[src/rtl/mem_arb_pkg.sv]
// Shared types and constants for the two-port memory arbiter.
package mem_arb_pkg;

  localparam int unsigned NUM_REQ       = 2;
  localparam int unsigned TIMER_W       = 8;
  localparam int unsigned TIMEOUT_LIMIT = 255;
  localparam logic [31:0] POISON        = 32'hDEADBEEF;

  typedef enum logic [1:0] {
    IDLE    = 2'd0,
    GRANT   = 2'd1,
    RESP    = 2'd2,
    RELEASE = 2'd3
  } state_t;

  // Round-robin pick: on a tie the requester not served last wins.
  function automatic logic rr_pick(input logic [NUM_REQ-1:0] pend, input logic last);
    if (pend == 2'b11) begin
      return ~last;
    end
    return pend[1];
  endfunction

endpackage

[src/rtl/mem_arb_timer.sv]
// GRANT watchdog: counts cycles while enabled, flags the last allowed cycle.
// Present only when MEM_ARB_TIMEOUT_EN is defined.
`ifdef MEM_ARB_TIMEOUT_EN
module mem_arb_timer
  import mem_arb_pkg::*;
(
  input  logic clk,
  input  logic reset,
  input  logic enable,
  output logic expired_c
);

  logic [TIMER_W-1:0] count;

  // Cycle counter, cleared whenever the arbiter is not waiting on the RAM
  always_ff @(posedge clk) begin
    if (!reset) begin
      count <= '0;
    end else if (enable) begin
      count <= count + TIMER_W'(1);
    end else begin
      count <= '0;
    end
  end

  assign expired_c = enable && (count == TIMER_W'(TIMEOUT_LIMIT - 1));

endmodule
`endif

[src/rtl/mem_arbiter.sv]
// Two-requester round-robin arbiter in front of a single-port RAM.
// Port 0 is the CPU, port 1 the DMA/debug loader.
// Optional MEM_ARB_TIMEOUT_EN: abort a GRANT that sees no RAM ack in 255
// cycles, returning poison data and pulsing timeoutErr.
module mem_arbiter
  import mem_arb_pkg::*;
#(
  parameter int unsigned ADDR_W = 8,
  parameter int unsigned DATA_W = 32
) (
  input  logic              clk,
  input  logic              reset,
  // requester 0 (CPU)
  input  logic              rq0_readReq,
  input  logic              rq0_writeReq,
  input  logic [ADDR_W-1:0] rq0_address,
  input  logic [DATA_W-1:0] rq0_dataOut,
  output logic              rq0_readAck,
  output logic              rq0_writeAck,
  output logic [DATA_W-1:0] rq0_dataIn,
  // requester 1 (DMA/debug loader)
  input  logic              rq1_readReq,
  input  logic              rq1_writeReq,
  input  logic [ADDR_W-1:0] rq1_address,
  input  logic [DATA_W-1:0] rq1_dataOut,
  output logic              rq1_readAck,
  output logic              rq1_writeAck,
  output logic [DATA_W-1:0] rq1_dataIn,
  // RAM side
  output logic [ADDR_W-1:0] ramAddress,
  output logic [DATA_W-1:0] ramOut,
  output logic              readReq,
  output logic              writeReq,
  input  logic [DATA_W-1:0] ramIn,
  input  logic              readAck,
  input  logic              writeAck,
`ifdef MEM_ARB_TIMEOUT_EN
  output logic              timeoutErr,
`endif
  output logic [1:0]        grantOwner
);

  state_t             state;
  logic               owner;
  logic               busy;
  logic               last_served;
  logic               is_write;

  logic [NUM_REQ-1:0] pend_c;
  logic               win_c;
  logic               win_rd_c;
  logic [ADDR_W-1:0]  win_addr_c;
  logic [DATA_W-1:0]  win_data_c;
  logic               ack_match_c;
  logic               timeout_c;
  logic [DATA_W-1:0]  resp_data_c;

  // Winner selection for the IDLE grant decision
  assign pend_c     = {rq1_readReq | rq1_writeReq, rq0_readReq | rq0_writeReq};
  assign win_c      = rr_pick(pend_c, last_served);
  assign win_rd_c   = win_c ? rq1_readReq : rq0_readReq;
  assign win_addr_c = win_c ? rq1_address : rq0_address;
  assign win_data_c = win_c ? rq1_dataOut : rq0_dataOut;

  // Only the ack matching the outstanding RAM request completes it
  assign ack_match_c = is_write ? writeAck : readAck;

`ifdef MEM_ARB_TIMEOUT_EN
  mem_arb_timer u_timer (
    .clk       (clk),
    .reset     (reset),
    .enable    (state == GRANT),
    .expired_c (timeout_c)
  );
  assign resp_data_c = ack_match_c ? ramIn : DATA_W'(POISON);
`else
  assign timeout_c   = 1'b0;
  assign resp_data_c = ramIn;
`endif

  assign grantOwner = {busy, owner};

  // Arbiter FSM with all outputs registered
  always_ff @(posedge clk) begin
    if (!reset) begin
      state        <= IDLE;
      owner        <= 1'b1;
      busy         <= 1'b0;
      last_served  <= 1'b1;
      is_write     <= 1'b0;
      ramAddress   <= '0;
      ramOut       <= '0;
      readReq      <= 1'b0;
      writeReq     <= 1'b0;
      rq0_readAck  <= 1'b0;
      rq0_writeAck <= 1'b0;
      rq1_readAck  <= 1'b0;
      rq1_writeAck <= 1'b0;
      rq0_dataIn   <= '0;
      rq1_dataIn   <= '0;
`ifdef MEM_ARB_TIMEOUT_EN
      timeoutErr   <= 1'b0;
`endif
    end else begin
      rq0_readAck  <= 1'b0;
      rq0_writeAck <= 1'b0;
      rq1_readAck  <= 1'b0;
      rq1_writeAck <= 1'b0;
`ifdef MEM_ARB_TIMEOUT_EN
      timeoutErr   <= 1'b0;
`endif
      case (state)
        IDLE: begin
          if (|pend_c) begin
            owner      <= win_c;
            busy       <= 1'b1;
            ramAddress <= win_addr_c;
            state      <= GRANT;
            if (win_rd_c) begin
              is_write <= 1'b0;
              readReq  <= 1'b1;
            end else begin
              is_write <= 1'b1;
              writeReq <= 1'b1;
              ramOut   <= win_data_c;
            end
          end
        end
        GRANT: begin
          if (ack_match_c || timeout_c) begin
            readReq     <= 1'b0;
            writeReq    <= 1'b0;
            last_served <= owner;
            state       <= RESP;
`ifdef MEM_ARB_TIMEOUT_EN
            timeoutErr  <= ~ack_match_c;
`endif
            if (is_write) begin
              if (owner) rq1_writeAck <= 1'b1;
              else       rq0_writeAck <= 1'b1;
            end else if (owner) begin
              rq1_readAck <= 1'b1;
              rq1_dataIn  <= resp_data_c;
            end else begin
              rq0_readAck <= 1'b1;
              rq0_dataIn  <= resp_data_c;
            end
          end
        end
        RESP: begin
          state <= RELEASE;
        end
        RELEASE: begin
          busy  <= 1'b0;
          state <= IDLE;
        end
        default: begin
          state <= IDLE;
        end
      endcase
    end
  end

endmodule

[config.mk]
export PLATFORM = sky130hd
export DESIGN_NAME = mem_arbiter
export DESIGN_NICKNAME = d
export VERILOG_FILES = /design/src/rtl/mem_arb_pkg.sv /design/src/rtl/mem_arb_timer.sv /design/src/rtl/mem_arbiter.sv
export SDC_FILE = /design/constraint.sdc
export NUM_CORES = 1
export LEC_CHECK = 0
export CORE_AREA = 2 2 126 128
export DETAILED_ROUTE_END_ITERATION = 10
export DIE_AREA = 0 0 128 130
export HOLD_SLACK_MARGIN = 0.12
export PLACE_DENSITY = 0.75
export SYNTH_ARGS = -nofsm -noshare
export SYNTH_HDL_FRONTEND = slang
export SYNTH_SLANG_ARGS = --single-unit
[constraint.sdc]
create_clock -name clk -period 2.1 [get_ports clk]
set_input_delay 0.525 -clock clk [delete_from_list [all_inputs] [get_ports clk]]
set_output_delay 0.525 -clock clk [all_outputs]
set_load 0.02 [all_outputs]
==> out/metrics.csv <==
stage;metric;value;unit
setup_path;Critical Path AT;1.41;ns
setup_path;CP endpoint kind;output port;
global_route;number of global-route vias before repair;4277;
sta;endpoints failing hold;0;
synthesis;FF+latch count, synth;116;
clocking;clock sinks;116;
route;via count;4417;
outcome;status;completed;
power_and_ir_drop;Pleak;2.96;nW
synthesis;Post-Syn Nets;652;
run;max_cap viols;0;
floorplanning;Die ar.;16600;sq um
synthesis;post-synthesis instance total;527;
cells_and_area;Layout area overhead;71.9;%
power_and_ir_drop;worst vdd ir;0.558;mV
global_route;GR Util met2;28.2;%
sta;hold_ws;0.451;ns
sta;Tcrit/Tclk final;91.9;%
floorplanning;Initial Utilization;29.3;%
cells_and_area;layout cells sized above 1;7.52;%
clocking;H-tree level count;4;
setup_path;crit-path max cell delay;0.67;ns
setup_path;CP Cell Sequence;clkdlybuf4s50_1;
global_route;All-Layer GR Usage;16.7;%
synthesis;Seq/Total Area, Yosys;51.5;%
global_route;first-pass GRT wire length;21.6;mm
floorplanning;core area;15400;sq um
placed_design;port bufs;231;
setup_path;Critical Path Start Type;register;
clocking;Clock transition at path regs;0.05;ns
clocking;root buffer cell;clkbuf_16;
setup_path;largest delay contributor family on the critical path;buffers and inverters;
clocking;Clock Path Buffers;2;
route;vias per inst;4.59;
setup_path;CP Class;reg -> out;
cells_and_area;Post-Layout Cell Count;963;
clocking;worst skew pair latency;0.41;ns
route;1st-pass router iterations;4;
sta;Fmax achieved;518;MHz
synthesis;Avg Synthesized Cell Area;8.56;sq um
route;post-route ant nets;0;
setup_path;Max Fanout on Critical Path;2;
global_route;GR Layer Usage met1;19.1;%
clocking;CTS tree;built;
global_route;GR peak layer;met2;
setup_path;r2r setup slk;0.45;ns
placed_design;DP Cell Count;931;
power_and_ir_drop;PD cells;1170;nW/um^2
route;DRC;0;
synthesis;post-synthesis cell type count;30;
setup_path;Critical Path RT;1.57;ns
cells_and_area;Antenna Cells;0;
global_route;initial antenna violation count;0;
floorplanning;Die Width;128;um
global_route;GR Layer Usage met3;7.22;%
cells_and_area;# nets final;883;
sta;total negative slack;0;ns
sta;RSZ-0062 raised after global routing;false;
synthesis;Synth Cell Area;4510;sq um
floorplanning;Row Count;46;
sta;Final Skew;0.00935;ns
sta;Final Max Slew Viols;0;
sta;Worst-Margin Slew;0.468;ns
sta;Period minus WS final;1.93;ns
synthesis;Ys Warns;0;
floorplanning;I/O pins;232;
global_route;grt ovf;0;
sta;Slew headroom;68.5;%
min_path;Min-Delay Path Class;reg -> reg;
setup_path;CP bufs+invs;1;
route;Post-Route WL;13.6;mm
placed_design;Final Wtd Congestion;0.752;
sta;Final setup viols;0;
global_route;largest net degree at the start of global routing;52;
placed_design;Final HPWL DP;9.87;mm
route;drt wl/cell;14.1;um
clocking;TritonCTS Buffers;17;
route;First DRT Iteration DRCs;133;
setup_path;Critical Path Slowest Stage Cell;clkdlybuf4s50_1;
floorplanning;die height;130;um
==> synthesized netlist by cell type <==
master / number / share of area (%)
nand2_1: 136 / 11
dfxtp_1: 116 / 51
a21oi_1: 68 / 7.5
nor2_1: 51 / 4.2
a211oi_1: 42 / 7.0
mux2i_1: 40 / 8.9
buf_2: 21 / 2.3
clkbuf_1: 16 / 1.3
ha_1: 5 / 1.4
inv_1: 5 / 0.42
o21ai_0: 3 / 0.33
buf_1: 2 / 0.17
buf_4: 2 / 0.33
nand2b_1: 2 / 0.28
nand3_1: 2 / 0.22
nor2b_1: 2 / 0.28
a2bb2oi_2: 1 / 0.33
a311oi_1: 1 / 0.19
a31oi_1: 1 / 0.14
and2_1: 1 / 0.14
and3b_1: 1 / 0.19
mux2_2: 1 / 0.25
nor3_1: 1 / 0.11
nor3_2: 1 / 0.22
nor4_1: 1 / 0.14
o211a_1: 1 / 0.22
o21ai_1: 1 / 0.11
or2_2: 1 / 0.14
or3_1: 1 / 0.14
or4_1: 1 / 0.17
==> logic make-up (layout without fill, tap and decap cells) <==
kind of cell,count (synthesis),in the layout,share of synthesized area (%)
adders and majority gates,5,5,1.39
and+or+nand+nor,201,201,17.6
AOI/OAI and AO/OA,118,118,15.9
buffers and inverters,46,290,4.58
muxes,41,41,9.12
DFF,116,116,51.5
==> stage by stage <==
stage	setup slack [ns]	utilization, %	power, mW	cell area [sq um]
floorplan	0.247	-	4.67	4510
global placement	-0.0724	46.4	6.15	7160
detailed placement	-0.111	46.4	6.21	7160
CTS	0.134	50.3	9.18	7760
global route	0.125	50.3	9.57	7760
finish	0.170	50.3	9.04	7760
==> worst reg2reg max path, cell delays in order, from the launching register on <==
cell,delay (ns)
dfxtp_1,0.34
inv_1,0.11
ha_1,0.31
o211a_2,0.28
buf_12,0.22
nor2_1,0.09
a211oi_1,0.21
==> cells in the final DEF (no fill, tap or decap), types with 4 or more instances in the layout <==
master and count:
dfxtp_1 116, clkdlybuf4s50_1 230, clkinv_2 5, nor2_1 50, nand2_1 136, clkbuf_1 4, a211oi_1 42, buf_12 8
inv_1 4, buf_4 14, a21oi_1 68, mux2i_1 40, ha_1 5, clkbuf_16 17
==> power by group <==
part	internal, mW	leakage, nW	switching, mW
sequential	2.64	0.947	0.241
combinational	1.55	1.72	1.69
clock	1.92	0.295	0.991
==> per-layer routing <==
metal / up-vias / wire length (um)
met2: 178 / 6430
li1: 2249 / -
met4: 0 / 177
met5: - / 0
met1: 1977 / 5660
met3: 13 / 1350
==> registers in the layout (all words and copies together) (netlist names) <==
| name | flops |
|---|---|
| rq0_readAck | 1 |
| ramAddress | 8 |
| ramOut | 32 |
| owner | 1 |
| rq0_dataIn | 32 |
| is_write | 1 |
| rq1_dataIn | 32 |
| state | 2 |
| readReq | 1 |
| busy | 1 |
| rq1_readAck | 1 |
| writeReq | 1 |
| last_served | 1 |
| rq0_writeAck | 1 |
| rq1_writeAck | 1 |
==> final cells by class <==
cell class	count	area, sq um
fillers	1468	7670
repair buffers	253	2580
flip-flops and latches	116	2320
multi-input cells	365	2000
clock buffers	23	468
well taps	192	240
clock inverters	9	128
inverters	5	20.0
==> final timing paths <==
kind,start,to,depth (start not counted)
hold / removal,rq0_dataIn[11],rq0_dataIn[11],2
hold reg to reg,rq0_dataIn[11],rq0_dataIn[11],2
setup / recovery,ramOut[26],ramOut[26],1
setup reg to reg,state[0],ramOut[25],6
==> repair_timing <==
item,4_1_cts,5_1_grt
setup buffers,0,0
gates resized for setup,1,0
endpoints found under the setup margin,1,0
hold buffers,0,0
(Power assumes the default switching activity.)
